`config.mk`:
```
export PLATFORM = sky130hd
export DESIGN_NAME = sif_wa_bridge
export DESIGN_NICKNAME = d
export VERILOG_FILES = /design/src/rtl/sif_pkg.sv /design/src/rtl/sif_fifo.sv /design/src/rtl/sif_wa_bridge.sv
export SDC_FILE = /design/constraint.sdc
export NUM_CORES = 1
export LEC_CHECK = 0
export CAP_MARGIN = 20
export CORE_ASPECT_RATIO = 2
export CORE_MARGIN = 2
export CORE_UTILIZATION = 50
export CTS_CLUSTER_SIZE = 10
export DETAILED_ROUTE_END_ITERATION = 12
export HOLD_SLACK_MARGIN = 0.15
export PLACE_DENSITY_LB_ADDON = 0.3
export SYNTH_ARGS = -nofsm -noshare
export SYNTH_HDL_FRONTEND = slang
export SYNTH_SLANG_ARGS = --single-unit
```
`constraint.sdc`:
```
create_clock -name clk -period 6.8 [get_ports clk]
set_clock_uncertainty 0.1 [all_clocks]
set_input_delay 0.68 -clock clk [delete_from_list [all_inputs] [get_ports clk]]
set_output_delay 0.68 -clock clk [all_outputs]
set_load 0.01 [all_outputs]
```
`src/rtl/sif_pkg.sv`:
```
// sif_pkg -- shared definitions for the XA/WA bridge.
//   xa_op_e    : decode of {xa_wr_s, xa_rd_s}
//   SIF_DATA_W : default XA/WA data width
//   SIF_DEPTH  : default FIFO depth (power of two, 2..16)
package sif_pkg;

    localparam int unsigned SIF_DATA_W = 16;
    localparam int unsigned SIF_DEPTH  = 8;

    // Encoding matches the raw strobe pair {xa_wr_s, xa_rd_s}.
    typedef enum logic [1:0] {
        IDLE    = 2'b00,
        READ    = 2'b01,
        WRITE   = 2'b10,
        ILLEGAL = 2'b11
    } xa_op_e;

    function automatic xa_op_e decode_op(input logic wr_s, input logic rd_s);
        return xa_op_e'({wr_s, rd_s});
    endfunction

endpackage

```
`src/rtl/sif_fifo.sv`:
```
// sif_fifo -- first-word fall-through FIFO with registered occupancy flags.
//   clk, rst  : clock, synchronous active-high reset
//   push      : push request (dropped when full unless a pop occurs the same cycle)
//   pop       : pop request (ignored when empty)
//   din       : push data
//   dout      : head entry, 0 while empty
//   accepted  : push request is taken this cycle
//   count     : occupancy, 0..DEPTH
//   full      : count == DEPTH
//   empty     : count == 0
module sif_fifo
    import sif_pkg::*;
#(
    parameter int unsigned DEPTH  = SIF_DEPTH,
    parameter int unsigned DATA_W = SIF_DATA_W
) (
    input  logic                    clk,
    input  logic                    rst,
    input  logic                    push,
    input  logic                    pop,
    input  logic [DATA_W-1:0]       din,
    output logic [DATA_W-1:0]       dout,
    output logic                    accepted,
    output logic [$clog2(DEPTH):0]  count,
    output logic                    full,
    output logic                    empty
);

    localparam int unsigned   AW       = $clog2(DEPTH);
    localparam logic [AW-1:0] LAST     = AW'(DEPTH - 1);
    localparam logic [AW:0]   FULL_CNT = (AW + 1)'(DEPTH);

    logic [DATA_W-1:0] mem [DEPTH];
    logic [AW-1:0]     wr_ptr;
    logic [AW-1:0]     rd_ptr;
    logic [AW:0]       count_nxt;
    logic              do_push;
    logic              do_pop;

    // A pop in the same cycle frees the slot, so a full FIFO may still take a push.
    always_comb begin
        do_pop  = pop && !empty;
        do_push = push && (!full || do_pop);
        count_nxt = count;
        if (do_push && !do_pop) begin
            count_nxt = count + 1'b1;
        end else if (do_pop && !do_push) begin
            count_nxt = count - 1'b1;
        end
    end

    assign accepted = do_push;
    assign dout     = empty ? '0 : mem[rd_ptr];

    always_ff @(posedge clk) begin
        if (do_push) begin
            mem[wr_ptr] <= din;
        end
    end

    always_ff @(posedge clk) begin
        if (rst) begin
            wr_ptr <= '0;
            rd_ptr <= '0;
            count  <= '0;
            full   <= 1'b0;
            empty  <= 1'b1;
        end else begin
            if (do_push) begin
                wr_ptr <= (wr_ptr == LAST) ? '0 : wr_ptr + 1'b1;
            end
            if (do_pop) begin
                rd_ptr <= (rd_ptr == LAST) ? '0 : rd_ptr + 1'b1;
            end
            count <= count_nxt;
            full  <= (count_nxt == FULL_CNT);
            empty <= (count_nxt == '0);
        end
    end

endmodule

```
`src/rtl/sif_wa_bridge.sv`:
```
// sif_wa_bridge -- XA strobe interface to WA valid/ready stream via a FIFO.
//   clk, rst     : clock, synchronous active-high reset
//   xa_wr_s      : XA write strobe
//   xa_rd_s      : XA read strobe (returns the last written value)
//   xa_data_in   : XA write data
//   xa_data_out  : XA read data, held between reads
//   xa_rd_valid  : one-cycle pulse, xa_data_out updated
//   xa_err       : one-cycle pulse on overflow or both strobes high
//   wa_data      : FIFO head (first-word fall-through)
//   wa_valid     : FIFO not empty
//   wa_ready     : WA consumer accepts the head
//   fifo_count   : FIFO occupancy
//   fifo_full    : occupancy flag
//   fifo_empty   : occupancy flag
module sif_wa_bridge
    import sif_pkg::*;
#(
    parameter int unsigned DEPTH  = SIF_DEPTH,
    parameter int unsigned DATA_W = SIF_DATA_W
) (
    input  logic                    clk,
    input  logic                    rst,
    input  logic                    xa_wr_s,
    input  logic                    xa_rd_s,
    input  logic [DATA_W-1:0]       xa_data_in,
    output logic [DATA_W-1:0]       xa_data_out,
    output logic                    xa_rd_valid,
    output logic                    xa_err,
    output logic [DATA_W-1:0]       wa_data,
    output logic                    wa_valid,
    input  logic                    wa_ready,
    output logic [$clog2(DEPTH):0]  fifo_count,
    output logic                    fifo_full,
    output logic                    fifo_empty
);

    xa_op_e            op;
    logic              push;
    logic              pop;
    logic              accepted;
    logic              err_nxt;
    logic [DATA_W-1:0] shadow;

    always_comb begin
        op      = decode_op(xa_wr_s, xa_rd_s);
        push    = (op == WRITE);
        pop     = wa_ready && !fifo_empty;
        // Overflow is a write the FIFO refused (full with no concurrent pop).
        err_nxt = (op == ILLEGAL) || (push && !accepted);
    end

    assign wa_valid = !fifo_empty;

    sif_fifo #(
        .DEPTH  (DEPTH),
        .DATA_W (DATA_W)
    ) u_fifo (
        .clk      (clk),
        .rst      (rst),
        .push     (push),
        .pop      (pop),
        .din      (xa_data_in),
        .dout     (wa_data),
        .accepted (accepted),
        .count    (fifo_count),
        .full     (fifo_full),
        .empty    (fifo_empty)
    );

    always_ff @(posedge clk) begin
        if (rst) begin
            shadow      <= '0;
            xa_data_out <= '0;
            xa_rd_valid <= 1'b0;
            xa_err      <= 1'b0;
        end else begin
            if (accepted) begin
                shadow <= xa_data_in;
            end
            if (op == READ) begin
                xa_data_out <= shadow;
            end
            xa_rd_valid <= (op == READ);
            xa_err      <= err_nxt;
        end
    end

endmodule

```
==> out/summary.txt, run 1 <==
mapped cell area = 6810 um^2
post-route ant nets = 0
Placement Rows = 60
largest stage delay on the critical path = 0.64 ns
first-pass GRT wire length = 21600 um
Routed WL = 13600 um
non-filler cells, final = 674
First-pass DRT Iterations = 4
DR vias/cell = 5.63
Lkg Pwr = 2.64 nW
Iter 0 DRT Violations = 210
worst skew pair latency = 0.42 ns
routability congestion estimate = 0.763
WL per Instance = 20.2 um
most common cell after layout, fill and taps aside = edfxtp_1
post-CTS resize count = 0
WS Path Type = register to primary output
cell chain of the critical path = buf_4 > mux4_2 > mux2i_1 > nor2_1 > clkdlybuf4s50_1
register area share after synthesis = 70.9%
Cell Area, Placed = 7620 um^2
CP Data Required Time = 6.02 ns
design area = 8220 um^2
status = complete, no violations
worst reg2reg setup slack = 3.87 ns
share of cells above drive strength 1 = 17.9%
RSZ-0062 raised after global routing = false
Max Fclk = 293 MHz
Reg2Reg Depth = 5
Tmin final = 3.41 ns
Clock Tree Buf Depth = 2
syn_nets = 468
Hold Path Origin = shadow[13]$_SDFFE_PP0P_
peak supply drop = 0.000204 V
largest net degree at the start of global routing = 47
power consumption = 2.58 mW
number of port buffers = 61
hold path cells = 2
relative slew slack = 28.4%
CTS Sinks = 177
worst hold endpoint = shadow[13]$_SDFFE_PP0P_
Mapped Avg Cell Area = 15.4 um^2
routed vias = 3794
Power Density = 314 nW/um^2
R2R Path End = u_fifo.mem[6][10]$_DFFE_PP_
TNS Setup = 0 ns
dpl hpwl = 8850 um
warnings from Yosys = 0
Layout area overhead = 20.8%
All-Layer GR Usage = 19.9%
CP arrival = 2.63 ns
fin. max-slew vios = 0
placed insts = 641
Distinct cells, synth = 38
area of the core = 13400 um^2
Worst setup EP type = primary output
final setup fails = 0
num ports = 62
CP max stage cell = mux4_2
CTS Buf Count = 17
Final Hold Fails = 0
Synth Register Bits = 177
Least-Margin Pin Slew = 1.07 ns
CP Max Fanout = 32
clk slew on worst S/H paths = 0.07 ns
Die W = 86.5 um
Tcrit/Tclk final = 50.2%
CP Launch Type = register
nets = 533
reg-to-reg critical path startpoint = u_fifo.empty$_SDFF_PP1_
Hold-fix buffers, CTS = 0
hold crit path type = register to register
postcts setup bufs = 0
Initial Utilization = 50.9%
n_diodes = 0
grt ovf = 0
initial antenna violation count = 0
vias in the first global route = 4010
CTS tree = yes
DRC errors left = 0
Die H = 169 um
# Max-Cap Violations = 0
CTS Root Cell = clkbuf_16
commonest cells after routing, fill and taps aside = edfxtp_1 (128), nand2_1 (76), clkdlybuf4s50_1 (61)
H-Tree Depth = 4
Die ar. = 14600 um^2
Mapped Cells = 441
worst max path at each step:
stage,slack [ns],from,end,cells past startpoint
after floorplan,3.37,wa_ready,u_fifo.mem[2][0]$_DFFE_PP_,4
after detailed placement,3.49,wa_ready,u_fifo.mem[3][12]$_DFFE_PP_,4
after global placement,3.57,wa_ready,u_fifo.mem[2][10]$_DFFE_PP_,5
after CTS,3.34,register,wa_data[11],5
final,3.39,register,wa_data[1],5
after global routing,3.20,register,wa_data[11],5
Yosys cell counts, drive strengths merged:
cell type	count	area [um^2]
edfxtp	128	3840
nand2	76	285
dfxtp	49	981
a21oi	43	226
mux4	32	721
nor2	26	97.6
mux2i	16	160
buf	13	67.6
clkbuf	13	48.8
ha	6	75.1
nor3	5	25.0
inv	3	11.3
nand2b	3	26.3
nor2b	3	26.3
nor3b	3	22.5
and2	2	12.5
nand3	2	10.0
nor4b	2	17.5
or3	2	17.5
xor2	2	17.5
a21o	1	7.51
a22oi	1	7.51
mux2	1	15.0
nand4	1	6.26
nor4	1	6.26
o21ai	1	5.00
o21ba	1	10.0
o221a	1	11.3
o22ai	1	12.5
o311ai	1	16.3
o31ai	1	7.51
xnor2	1	8.76
routing by layer:
layer | global-route usage, % | up-vias | wire length [um]
li1 | - | 1776 | -
met1 | 22.9 | 1891 | 5100
met2 | 36.3 | 112 | 7840
met3 | 4.10 | 15 | 455
met4 | 6.59 | 0 | 192
met5 | 0 | - | 0
flip-flops by register name, summed over array words and instances (netlist names), named ones only:
| signal | cells |
|---|---|
| u_fifo.rd_ptr | 3 |
| xa_err | 1 |
| xa_data_out | 16 |
| shadow | 16 |
| u_fifo.mem | 128 |
| u_fifo.count | 4 |
| u_fifo.wr_ptr | 3 |
| u_fifo.full | 1 |
| u_fifo.empty | 1 |
| xa_rd_valid | 1 |
critical path, delay by kind of cell (launching register included):
family / cells / cell delay (ns)
buf+inv: 2 / 1.02
flops: 1 / 0.31
mux: 2 / 0.80
simple gates: 1 / 0.06
layout make-up:
cell class                 count  area [um^2]
multi-input combinational    235         1900
timing repair buffer          72          693
clock inverter                15          170
tap                          155          194
clock buffer                  17          425
fill                        1007         5140
sequential                   177         4830
inverter                       3         11.3
through the flow:
stage               hold slack (ns)  utilization [%]  setup WS, ns
floorplan                     0.332                -          3.37
global placement              0.349             57.0          3.57
detailed placement            0.349             57.0          3.49
CTS                           0.365             61.5          3.34
global route                  0.379             61.5          3.20
finish                        0.362             61.5          3.39
cells by family (layout without fill, tap and decap cells):
group                    Yosys count  in the layout  share of synthesized area (%)
multiplexers                      49             49                           13.2
AND/OR/NAND/NOR                  126            126                           8.12
buffers and inverters             29            107                           1.87
XOR/XNOR                           3              3                          0.386
flip-flops                       177            177                           70.9
AO/OA/AOI/OAI                     51             51                           4.47
adder cells (fa/ha/maj)            6              6                           1.10
power breakdown:
part / internal (mW) / total (mW) / switching (mW)
Combinational: 0.200 / 0.368 / 0.168
Clock: 0.552 / 0.976 / 0.424
Sequential: 1.19 / 1.24 / 0.0513
Power figures use the tool's default switching activity.
==> run 2, diff against run 1 <==
==> constraint.sdc (replaced) <==
create_clock -name clk -period 3 [get_ports clk]
set_clock_uncertainty 0.1 [all_clocks]
set_input_delay 0.3 -clock clk [delete_from_list [all_inputs] [get_ports clk]]
set_output_delay 0.3 -clock clk [all_outputs]
set_load 0.01 [all_outputs]
==> run 2 against run 1 <==
Flip-flop and latch count did not move. Wire length fell by 3.7%. Register-to-register slack got worse by 3.1 ns. Critical path type unchanged. Largest power group unchanged.
==> out/summary.txt, run 2 (synthesis results as in run 1) <==
CTS Sinks = 177 (unchanged)
Die W = 86.5 um (unchanged)
Top Registers = u_fifo.mem x128, shadow x16, xa_data_out x16 (unchanged)
FILL cells = 998 (was 1007)
peak supply drop = 0.000429 V (was 0.000204 V)
DR vias/cell = 5.60 (was 5.63)
post-CTS resize count = 0 (unchanged)
routability congestion estimate = 0.761 (was 0.763)
most common cell after layout, fill and taps aside = edfxtp_1 (unchanged)
post-route ant nets = 0 (unchanged)
Worst setup EP type = primary output (unchanged)
number of port buffers = 61 (unchanged)
Power Density = 718 nW/um^2 (was 314 nW/um^2)
Least-Margin Pin Slew = 0.640 ns (was 1.07 ns)
Layout area overhead = 22.0% (was 20.8%)
Initial Utilization = 50.9% (unchanged)
final setup margin = 0.134 ns (was 3.39 ns)
Tcrit/Tclk final = 95.5%
WL per Instance = 19.3 um (was 20.2 um)
dpl hpwl = 8660 um (was 8850 um)
area of the core = 13400 um^2 (unchanged)
Lkg Pwr = 2.69 nW (was 2.64 nW)
RSZ-0062 raised after global routing = false (unchanged)
CP arrival = 2.47 ns (was 2.63 ns)
Max Fclk = 349 MHz
Hold-fix buffers, CTS = 0 (unchanged)
CTS Buf Count = 17 (unchanged)
nets = 538 (was 533)
DRC errors left = 0 (unchanged)
initial antenna violation count = 0 (unchanged)
Die H = 169 um (unchanged)
vias in the first global route = 3991 (was 4010)
clk slew on worst S/H paths = 0.07 ns (about the same)
largest net degree at the start of global routing = 41 (was 47)
final setup fails = 0 (unchanged)
Iter 0 DRT Violations = 248 (was 210)
commonest cells after routing, fill and taps aside = edfxtp_1 (128), nand2_1 (76), clkdlybuf4s50_1 (61) (unchanged)
CP Max Fanout = 26 (was 32)
WS Path Type = register to primary output (unchanged)
hold crit path type = register to register (unchanged)
relative slew slack = 57.3% (was 28.4%)
Setup WS pre-CTS = 0.538 ns (was 3.49 ns)
grt ovf = 0 (unchanged)
largest reg by FF count = u_fifo.mem (unchanged)
First-pass DRT Iterations = 4 (unchanged)
worst skew pair latency = 0.41 ns (was 0.42 ns)
CP Data Required Time = 2.60 ns (was 6.02 ns)
TNS Setup = 0 ns (unchanged)
num ports = 62 (unchanged)
Placement Rows = 60 (unchanged)
H-Tree Depth = 4 (unchanged)
Tmin final = 2.87 ns
final core occ = 62.1% (was 61.5%)
Clock Tree Buf Depth = 2 (unchanged)
Routed WL = 13100 um (was 13600 um)
postcts setup bufs = 0 (unchanged)
fin. max-slew vios = 0 (unchanged)
Final Hold Fails = 0 (unchanged)
CTS Root Cell = clkbuf_16 (unchanged)
# Max-Cap Violations = 0 (unchanged)
first-pass GRT wire length = 20900 um (was 21600 um)
CTS tree = yes (unchanged)
Die ar. = 14600 um^2 (unchanged)
share of cells above drive strength 1 = 18.5% (was 17.9%)
n_diodes = 0 (unchanged)
All-Layer GR Usage = 19.2% (was 19.9%)
status = complete, no violations (unchanged)
max FFs per register = 128 (unchanged)
CP Launch Type = register (unchanged)
routed vias = 3803 (was 3794)
-- run 2: cell count changes in the layout (fill, tap and decap cells not counted) --
cell	change
buf_12	+1
inv_8	+2
clkbuf_8	+1
buf_4	+4
dfxtp_1	+1
inv_6	-2
dfxtp_2	-1
bufinv_16	+1
clkinvlp_4	-2
-- run 2: final cells by class --
type | instances | area (um^2) | share of cell area [%]
Clock buffer | 18 | 439 | 5.29
Inverter | 3 | 11.3 | 0.136
Tap cell | 155 | 194 | 2.34
Clock inverter | 14 | 190 | 2.29
Multi-Input combinational cell | 235 | 1900 | 22.9
Sequential cell | 177 | 4830 | 58.1
Timing Repair Buffer | 77 | 743 | 8.95
-- run 2: worst paths after layout --
path / from / to / slack, ns / cells after the start
max: register / wa_data[11] / 0.13 / 5
min: shadow[15]$_SDFFE_PP0P_ / xa_data_out[15]$_SDFFE_PP0P_ / 0.36 / 2
max reg2reg: u_fifo.empty$_SDFF_PP1_ / u_fifo.mem[1][3]$_DFFE_PP_ / 0.79 / 5
min reg2reg: shadow[15]$_SDFFE_PP0P_ / xa_data_out[15]$_SDFFE_PP0P_ / 0.36 / 2
-- run 2: metal layers --
metal  up-vias  wire, um  GRT usage, %  part of all wire [%]
li1       1780         -             -                     -
met1      1920      5190          22.3                    40
met2        91      7330          34.1                    56
met3        12       392          4.00                   3.0
met4         0       180          7.13                   1.4
met5         -         0             0                     0
-- run 2: worst max-delay path: stages, from the launching register on --
cell and delay [ns]:
dfxtp_2 0.50, buf_12 0.27, mux4_2 0.54, mux2i_1 0.18, nor2_1 0.06, clkdlybuf4s50_1 0.48
-- run 2: metrics by stage --
| stage | std cells | hold WS, ns | cell area (um^2) | power [mW] |
|---|---|---|---|---|
| after global routing | 679 | 0.380 | 8300 | 6.18 |
| after floorplan | 441 | 0.299 | 6830 | 3.36 |
| final | 679 | 0.358 | 8300 | 5.97 |
| after global placement | 647 | 0.350 | 7670 | 3.72 |
| after CTS | 679 | 0.361 | 8300 | 6.02 |
| after detailed placement | 647 | 0.351 | 7670 | 3.74 |
-- run 2: power breakdown --
part           switching, mW  internal, mW
registers             0.0670          2.70
logic                  0.432         0.472
clock network          0.935          1.36
==> run 3, diff against run 2 <==
--- a/config.mk
+++ b/config.mk
@@ -9,6 +9,7 @@
 export CORE_ASPECT_RATIO = 2
 export CORE_MARGIN = 2
 export CORE_UTILIZATION = 50
+export CTS_CLUSTER_DIAMETER = 120
 export CTS_CLUSTER_SIZE = 10
 export DETAILED_ROUTE_END_ITERATION = 12
 export HOLD_SLACK_MARGIN = 0.15
==> results of run 3 <==
Same layout as run 2: the final DEF is identical, and so are final timing and power.
